`src/rtl/seg_scroll_ctrl_if.sv`:
```
// Digit-write port of the seven-segment scroll controller: valid/ready handshake
// carrying a digit index and a 5-bit digit word (enable + hex value).
interface seg_scroll_ctrl_if;
    logic       wr_valid;
    logic       wr_ready;
    logic [2:0] wr_idx;
    logic [4:0] wr_data;

    modport master (output wr_valid, output wr_idx, output wr_data, input wr_ready);
    modport slave  (input wr_valid, input wr_idx, input wr_data, output wr_ready);
endinterface

```
`src/rtl/seg_scroll_ctrl.sv`:
```
// 8-digit seven-segment controller: shadow/active digit buffers, atomic commit, static or scrolling display.
// Optional macro SEG_LZ_BLANK_EN enables leading-zero suppression in the static display.
module seg_scroll_ctrl #(
    parameter int unsigned CLK_NUM = 5000000
) (
    input  logic              clk,
    input  logic              rst,
    seg_scroll_ctrl_if.slave  wr,
    input  logic              commit,
    input  logic              mode,
    output logic [7:0]        o_seg0,
    output logic [7:0]        o_seg1,
    output logic [7:0]        o_seg2,
    output logic [7:0]        o_seg3,
    output logic [7:0]        o_seg4,
    output logic [7:0]        o_seg5,
    output logic [7:0]        o_seg6,
    output logic [7:0]        o_seg7,
    output logic              busy
);

    localparam logic [31:0] LastCount = 32'(CLK_NUM - 1);

    typedef enum logic [1:0] {
        IDLE   = 2'd0,
        STATIC = 2'd1,
        SCROLL = 2'd2
    } state_t;

    state_t      state_q,   state_d;
    logic [4:0]  shadow_q [8];
    logic [4:0]  shadow_d [8];
    logic [4:0]  active_q [8];
    logic [4:0]  active_d [8];
    logic [2:0]  offset_q,  offset_d;
    logic [31:0] count_q,   count_d;
    logic        pending_q, pending_d;
    logic        copyNow;

    // Segment pattern with a..g in bits 7..1; dp is never lit
    function automatic logic [7:0] pat(input logic [3:0] v);
        logic [7:0] p;
        case (v)
            4'h0: p = 8'hFC;
            4'h1: p = 8'h60;
            4'h2: p = 8'hDA;
            4'h3: p = 8'hF2;
            4'h4: p = 8'h66;
            4'h5: p = 8'hB6;
            4'h6: p = 8'hBE;
            4'h7: p = 8'hE0;
            4'h8: p = 8'hFE;
            4'h9: p = 8'hF6;
            4'hA: p = 8'hEE;
            4'hB: p = 8'h3E;
            4'hC: p = 8'h9C;
            4'hD: p = 8'h7A;
            4'hE: p = 8'h9E;
            default: p = 8'h8E;
        endcase
        return p;
    endfunction

    always_ff @(posedge clk or posedge rst) begin
        if (rst) begin
            state_q   <= IDLE;
            offset_q  <= 3'd0;
            count_q   <= 32'd0;
            pending_q <= 1'b0;
            for (int i = 0; i < 8; i++) begin
                shadow_q[i] <= 5'd0;
                active_q[i] <= 5'd0;
            end
        end else begin
            state_q   <= state_d;
            offset_q  <= offset_d;
            count_q   <= count_d;
            pending_q <= pending_d;
            for (int i = 0; i < 8; i++) begin
                shadow_q[i] <= shadow_d[i];
                active_q[i] <= active_d[i];
            end
        end
    end

    // The copy reads the pre-edge shadow, so a write landing on the commit edge is already in it one edge later
    always_comb begin
        state_d   = state_q;
        shadow_d  = shadow_q;
        active_d  = active_q;
        offset_d  = offset_q;
        count_d   = count_q;
        pending_d = pending_q;
        copyNow   = 1'b0;

        if (wr.wr_valid && !pending_q) begin
            shadow_d[wr.wr_idx] = wr.wr_data;
        end

        case (state_q)
            IDLE: begin
                if (pending_q) begin
                    copyNow = 1'b1;
                    state_d = mode ? SCROLL : STATIC;
                end
            end
            STATIC: begin
                copyNow = pending_q;
                if (mode) begin
                    state_d = SCROLL;
                    count_d = 32'd0;
                end
            end
            SCROLL: begin
                if (!mode) begin
                    state_d  = STATIC;
                    offset_d = 3'd0;
                    count_d  = 32'd0;
                end else if (count_q == LastCount) begin
                    count_d  = 32'd0;
                    offset_d = offset_q + 3'd1;
                    copyNow  = pending_q;
                end else begin
                    count_d = count_q + 32'd1;
                end
            end
            default: state_d = IDLE;
        endcase

        if (copyNow) begin
            active_d  = shadow_q;
            pending_d = 1'b0;
        end
        if (commit && !pending_q) begin
            pending_d = 1'b1;
        end
    end

    assign wr.wr_ready = !pending_q;
    assign busy        = pending_q;

    logic [7:0] segs [8];
    logic [4:0] digit;
`ifdef SEG_LZ_BLANK_EN
    logic       leading;
`endif

    // Output position K shows active digit (K + offset) mod 8; 3-bit addition gives the wrap
    always_comb begin
        digit = 5'd0;
        for (int k = 0; k < 8; k++) begin
            digit   = active_q[3'(k) + offset_q];
            segs[k] = (state_q != IDLE && digit[4]) ? ~pat(digit[3:0]) : 8'hFF;
        end
`ifdef SEG_LZ_BLANK_EN
        leading = 1'b0;
        if (state_q == STATIC) begin
            leading = 1'b1;
            for (int k = 7; k >= 1; k--) begin
                if (leading && active_q[k][4] && active_q[k][3:0] == 4'h0) begin
                    segs[k] = 8'hFF;
                end else begin
                    leading = 1'b0;
                end
            end
        end
`endif
    end

    assign o_seg0 = segs[0];
    assign o_seg1 = segs[1];
    assign o_seg2 = segs[2];
    assign o_seg3 = segs[3];
    assign o_seg4 = segs[4];
    assign o_seg5 = segs[5];
    assign o_seg6 = segs[6];
    assign o_seg7 = segs[7];

endmodule

```
`src/flat_wrapper.sv`:
```
// flat-port wrapper written by rule: the top's interface ports become plain ports
module seg_scroll_ctrl_flat 
#(
    parameter int unsigned CLK_NUM = 5000000
)
  (clk, rst, commit, mode, o_seg0, o_seg1, o_seg2, o_seg3, o_seg4, o_seg5, o_seg6, o_seg7, busy, wr_wr_valid, wr_wr_idx, wr_wr_data, wr_wr_ready);
  seg_scroll_ctrl_if wr_i ();
  input  logic clk;
  input  logic rst;
  input  logic commit;
  input  logic mode;
  output logic [7:0] o_seg0;
  output logic [7:0] o_seg1;
  output logic [7:0] o_seg2;
  output logic [7:0] o_seg3;
  output logic [7:0] o_seg4;
  output logic [7:0] o_seg5;
  output logic [7:0] o_seg6;
  output logic [7:0] o_seg7;
  output logic busy;
  input wire logic [$bits(wr_i.wr_valid)-1:0] wr_wr_valid;
  input wire logic [$bits(wr_i.wr_idx)-1:0] wr_wr_idx;
  input wire logic [$bits(wr_i.wr_data)-1:0] wr_wr_data;
  output wire logic [$bits(wr_i.wr_ready)-1:0] wr_wr_ready;
  assign wr_i.wr_valid = wr_wr_valid;
  assign wr_i.wr_idx = wr_wr_idx;
  assign wr_i.wr_data = wr_wr_data;
  assign wr_wr_ready = wr_i.wr_ready;
  seg_scroll_ctrl #(.CLK_NUM(CLK_NUM)) u_core (.clk(clk), .rst(rst), .wr(wr_i), .commit(commit), .mode(mode), .o_seg0(o_seg0), .o_seg1(o_seg1), .o_seg2(o_seg2), .o_seg3(o_seg3), .o_seg4(o_seg4), .o_seg5(o_seg5), .o_seg6(o_seg6), .o_seg7(o_seg7), .busy(busy));
endmodule
```
`config.mk`:
```
export PLATFORM = sky130hd
export DESIGN_NAME = seg_scroll_ctrl_flat
export DESIGN_NICKNAME = d
export VERILOG_FILES = /design/src/rtl/seg_scroll_ctrl_if.sv /design/src/rtl/seg_scroll_ctrl.sv /design/src/flat_wrapper.sv
export SDC_FILE = /design/constraint.sdc
export NUM_CORES = 1
export LEC_CHECK = 0
export CAP_MARGIN = 20
export CORE_MARGIN = 2
export CORE_UTILIZATION = 64
export CTS_CLUSTER_SIZE = 25
export DETAILED_ROUTE_END_ITERATION = 10
export PLACE_DENSITY = 0.92
export SLEW_MARGIN = 30
export SYNTH_ARGS = -nofsm -noshare
export SYNTH_HDL_FRONTEND = slang
export SYNTH_SLANG_ARGS = --single-unit
```
`constraint.sdc`:
```
create_clock -name clk -period 11.4 [get_ports clk]
set_input_delay 1.14 -clock clk [delete_from_list [all_inputs] [get_ports clk]]
set_output_delay 1.14 -clock clk [all_outputs]
set_load 0.03 [all_outputs]
```
# Word level (Yosys, flattened, before mapping)
# Memories as Yosys holds them, arrays and structs flattened.
# Index checks and enable logic that the tools add are counted.
[totals]
wordCells = 141
inputBits = 13
rom_bits = 896
output_inout_bits = 66
register_bits = 118
mem_count = 8
[classes]
bitwise_logic = 17
n_eq_ne = 7
add_sub_neg = 8
n_reduce_logical = 19
n_mux = 52
magnitude_cmp = 10
[mem_list]
columns = ["name", "depth", "word_bits", "read_ports", "rd_ports_with_merged_regs", "wr", "line", "rtl"]
rows = [
  ["(name not given)", 16, 7, 1, 0, 0, "seg_scroll_ctrl.sv:43", "case (v)"],
  ["(name not given)", 16, 7, 1, 0, 0, "seg_scroll_ctrl.sv:43", ""],
  ["(name not given)", 16, 7, 1, 0, 0, "seg_scroll_ctrl.sv:43", ""],
  ["(name not given)", 16, 7, 1, 0, 0, "seg_scroll_ctrl.sv:43", ""],
  ["(name not given)", 16, 7, 1, 0, 0, "seg_scroll_ctrl.sv:43", ""],
  ["(name not given)", 16, 7, 1, 0, 0, "seg_scroll_ctrl.sv:43", ""],
  ["+2 memories", "n/a", "n/a", "n/a", "n/a", "n/a", "n/a", ""],
]
[ops]
columns = ["operator", "count"]
rows = [
  ["binary-select mux 5 bit (select 3 bit)", 8],
  ["two-way mux 32 bit", 3],
  ["two-way mux 5 bit", 17],
  ["two-way mux 8 bit", 8],
  ["NOT 8 bit", 8],
  ["case mux 32 bit (2 select lines)", 1],
  ["bitwise mux 40 bit", 1],
  ["greater-or-equal comparator 4 bit (second input constant)", 9],
  ["NOT 3 -> 4 bit", 9],
  ["adder 32 x 1 -> 32 bit (second input constant)", 1],
  ["== test 32 x 23 -> 1 bit (second input constant)", 1],
  ["demux 5 bit (select 3 bit)", 1],
  ["adder 3 bit (first input constant)", 4],
  ["logical AND 1 bit", 11],
  ["two-way mux 2 bit", 4],
  ["adder 2 x 3 -> 3 bit (first input constant)", 2],
  ["two-way mux 3 bit", 2],
  ["case mux 2 bit (3 select lines)", 1],
  ["nonzero test 2 bit", 3],
  ["two-way mux 1 bit", 5],
  ["less-than comparator 4 x 1 -> 1 bit (second input constant)", 1],
  ["!= test 2 x 1 -> 1 bit (second input constant)", 2],
  ["!= test 2 bit (second input constant)", 2],
  ["AND reduction 2 bit", 2],
  ["7 further kinds", 7],
]

# Logic depth before layout (Yosys ltp)
# An unclocked memory read counts as a cell.
[depth]
word_depth = 8
depth_mapped = 16
mapped_depth_nobuf = 11

# Worst setup path before layout
# OpenSTA, ideal clock, no wires.
[synth_path]
kind = "register -> output"
from = "reg u_core.offset_q[0]"
to = "out o_seg1[5]"
arrival_time_ps = 4428
required_time_ps = 10260
path_buffers = 5
path_stages_with_launch = 13
setup_slack_ps = 5832
cell_sequence = "dfrtp_1 -> buf_2 -> buf_2 -> buf_1 -> inv_1 -> ha_1 -> buf_1 -> clkbuf_1 -> mux4_2 -> nand2_1 -> nand2_1 -> ha_1 -> o311ai_0"
[synth_between]
elab_chain_len = 8
word_cells_on_any_way = 9
[synth_rtl]
columns = ["element", "line", "rtl"]
rows = [
  ["start, declared", "seg_scroll_ctrl.sv:35", "logic [2:0] offset_q, offset_d;"],
  ["start signal, assigned", "seg_scroll_ctrl.sv:76", "offset_q <= offset_d;"],
  ["adder 3 x 1 -> 3 bit *", "seg_scroll_ctrl.sv:152", "digit = active_q[3'(k) + offset_q];"],
  ["NOT 3 -> 4 bit (not written as such) *", "seg_scroll_ctrl.sv:152", ""],
  ["binary-select mux 5 bit (select 3 bit) *", "seg_scroll_ctrl.sv:152", ""],
  ["two-way mux 5 bit (not written as such) * (2 in series)", "seg_scroll_ctrl.sv:152", ""],
  ["memory (16 x 7 bit)", "n/a", ""],
  ["NOT 8 bit", "seg_scroll_ctrl.sv:153", "segs[k] = (state_q != IDLE && digit[4]) ? ~pat(digit[3:0]) : 8'hFF;"],
  ["two-way mux 8 bit *", "seg_scroll_ctrl.sv:153", ""],
  ["end, declared", "flat_wrapper.sv:13", "output logic [7:0] o_seg1;"],
]
# Mark *: on every way between the ends. The rest lies on a longest branch, timed or not. The select of a mux whose other input is x is not followed.

# Worst setup path in the final report
[layout_path]
from = "reg u_core.offset_q[0]"
to = "out o_seg5[3]"
[layout_between]
elab_chain_len = 8
word_cells_on_any_way = 9
[layout_rtl]
columns = ["element", "line", "rtl"]
rows = [
  ["adder 3 bit *", "seg_scroll_ctrl.sv:152", ""],
  ["NOT 3 -> 4 bit (not written as such) *", "seg_scroll_ctrl.sv:152", ""],
  ["binary-select mux 5 bit (select 3 bit) *", "seg_scroll_ctrl.sv:152", ""],
  ["two-way mux 5 bit (not written as such) * (2 in series)", "seg_scroll_ctrl.sv:152", ""],
  ["memory (16 x 7 bit)", "n/a", ""],
  ["NOT 8 bit", "seg_scroll_ctrl.sv:153", ""],
  ["two-way mux 8 bit *", "seg_scroll_ctrl.sv:153", ""],
  ["end, declared", "flat_wrapper.sv:17", "output logic [7:0] o_seg5;"],
]
# Marks and branches as above.

==> results.toml <==
[outcome]
status = "finished clean"

[floorplan]
initial_utilization = 0.655
die_w_um = 123
io-pin-count = 79
fp-row-count = 43
core_area_um2 = 13800
die_area_um2 = 15100
die_h_um = 123

[synth]
syn_area_um2 = 9050
yosys_warnings = 0
synth_edf_count = 0
synth_seq_cells = 118
async_flop_share = 1.00
synth-main-ff-cell = "dfrtp_1"
yosysSeqAreaShare = 0.326
synth_cell_types = 58
syn_area_per_cell_um2 = 10.7
synthCells = 847

[routing]
wl_um = 22800
post_drt_wl_per_cell_um = 20.9
drt_first_iter_violations = 631
drcViolationCount = 0
antenna_left = 0
via_per_inst = 6.81
drt_first_pass_iters = 6
vias = 7443

[grt]
gr-total-overflow = 0
antenna_found_initial = 0
grt_pass1_vias = 7116
grt.total_usage = 0.314
grt_max_degree = 62
grt_pass1_wl_um = 36600

[worst_setup_path]
worst-path-max-fanout = 43
critPathLaunchType = "flip-flop"
cp-end-kind = "primary output"
criticalPathCategory = "reg -> out"
worstPathArrival_ns = 4.86
required_ns = 10.26

[sta]
fin_tns_setup_ns = 0
timing.final.crit_period_ns = 6.00
hold_violations = 0
relSlewSlack = 0.325
setup_viol = 0
fmax_mhz = 167
post-route-period-util = 0.527
rsz0062_at_grt = "false"
clock_skew_ns = 0.00697
finalMaxSlewViolations = 0
worst_pin_slew_ns = 1.00

[clock_tree]
postCtsResizedCells = 0
htreeDepth = 4
cts_tree = "built"
clk_latency_ns = 0.42
postCtsSetupBuffers = 0
root_buffer = "clkbuf_16"
clkSlewWorstSetupHoldPaths_ns = 0.06
cts_made_buffers = 17
cts_sinks = 118
cts.path.max_buffers = 2
cts_hold_buf = 0

[final_layout]
final_common_cell = "dfrtp_1"
antennaDiodeCount = 0
layout_common_cells = "dfrtp_1 (117), nand2_1 (99), clkdlybuf4s50_1 (70)"
nNetsFinal = 964
area_growth_pct = 14.8
drive_gt1_frac = 0.212
fillCellCount = 863
fin_area_um2 = 10400

[placement]
gp_congestion = 0.886
hpwlAfterDp_um = 15800
io_buffer_count = 70
placed_cell_area_um2 = 9800

[power]
power_density_nw_per_um2 = 254
power.leakage_nw = 4.37
max-vdd-ir-drop_v = 0.000149

[flow_run]
cap_violations = 0

[min_path]
hp-class = "reg -> reg"
metrics by stage:
step           hold WS [ns]  power (mW)  setup WS [ns]  utilization  std cells
2_1_floorplan         0.447        1.68           5.83            -        854
3_3_place_gp          0.480        2.02           5.64        0.709       1061
3_5_place_dp          0.485        2.09           5.69        0.709       1061
4_1_cts               0.495        2.60           5.24        0.749       1093
5_1_grt               0.516        2.77           5.03        0.752       1093
6_report              0.490        2.64           5.40        0.752       1093
kinds of logic after synthesis:
| family | after synthesis | synth area share |
|---|---|---|
| adder cells (fa/ha/maj) | 51 | 0.0705 |
| flip-flops | 118 | 0.326 |
| AND/OR/NAND/NOR | 239 | 0.129 |
| multiplexers | 175 | 0.286 |
| AO/OA/AOI/OAI | 165 | 0.131 |
| XOR/XNOR | 15 | 0.0145 |
| other | 1 | 0.000414 |
| buffers and inverters | 83 | 0.0426 |
final cells by class:
cell class              instances  area, um2  area share
clock buffers                  17        425      0.0409
clock inverters                15        130      0.0125
inverters                      34        130      0.0125
multi-input cells             653       5780       0.556
flip-flops and latches        118       2960       0.284
well taps                     180        225      0.0217
repair buffers                 76        746      0.0717
worst max-delay path, cell delays in order, from the launching register on:
cell and delay [ns]:
dfrtp_4 0.86, inv_1 0.18, ha_1 0.95, mux4_2 0.63, mux2i_2 0.61, nand2_1 0.19, o221ai_1 0.29, clkdlybuf4s50_1 0.72
worst paths after layout:
kind | startpoint | to | slack (ns) | cells after the start
max | u_core.offset_q[0]$_DFFE_PP0P_ | o_seg5[3] | 5.40 | 7
min | u_core.shadow_q[32]$_DFFE_PP0P_ | u_core.active_q[32]$_DFFE_PP0P_ | 0.49 | 1
max reg2reg | u_core.count_q[6]$_DFFE_PP0P_ | u_core.active_q[16]$_DFFE_PP0P_ | 8.47 | 6
min reg2reg | u_core.shadow_q[32]$_DFFE_PP0P_ | u_core.active_q[32]$_DFFE_PP0P_ | 0.49 | 1
max in group asynchronous | rst | u_core.active_q[8]$_DFFE_PP0P_ | 8.98 | 3
min in group asynchronous | rst | u_core.count_q[22]$_DFFE_PP0P_ | 1.21 | 2
per-layer routing:
metal / wire length (um) / up-vias / track usage
li1: - / 3323 / -
met1: 8750 / 3627 / 0.390
met2: 11500 / 393 / 0.530
met3: 1490 / 100 / 0.0577
met4: 1100 / 0 / 0.154
met5: 0 / - / 0
registers in the layout, summed over array words and instances (netlist names):
register,flops
u_core.shadow_q,40
u_core.state_q,2
u_core.offset_q,3
u_core.active_q,40
u_core.count_q,32
u_core.busy,1
cells in the mapped netlist (5+ instances only):
cell	n	share of area
a22o_1	8	0.0077
clkbuf_1	23	0.0095
and3_1	8	0.0055
mux2_4	40	0.066
buf_4	8	0.0066
a31oi_1	22	0.015
nor2_1	25	0.010
buf_2	11	0.0061
o221ai_1	35	0.034
and2_1	13	0.0090
mux2i_1	37	0.041
nand4_1	5	0.0035
nor4_1	6	0.0041
nand2b_1	10	0.0069
ha_1	51	0.070
nand2_1	99	0.041
nand3_1	32	0.018
inv_1	34	0.014
o211ai_1	11	0.0091
nor3_1	8	0.0044
mux2_2	52	0.065
xnor2_1	11	0.011
dfrtp_1	118	0.33
nor2b_1	5	0.0035
a21oi_1	29	0.016
o311ai_0	8	0.0077
o21ai_0	20	0.011
or3_1	9	0.0062
and4_1	6	0.0058
a211oi_1	6	0.0050
mux4_2	46	0.11
power by group:
part | switching (mW) | internal [mW]
sequential | 0.179 | 0.546
combinational | 0.765 | 0.650
clock | 0.197 | 0.299
Power figures use the tool's default switching activity.
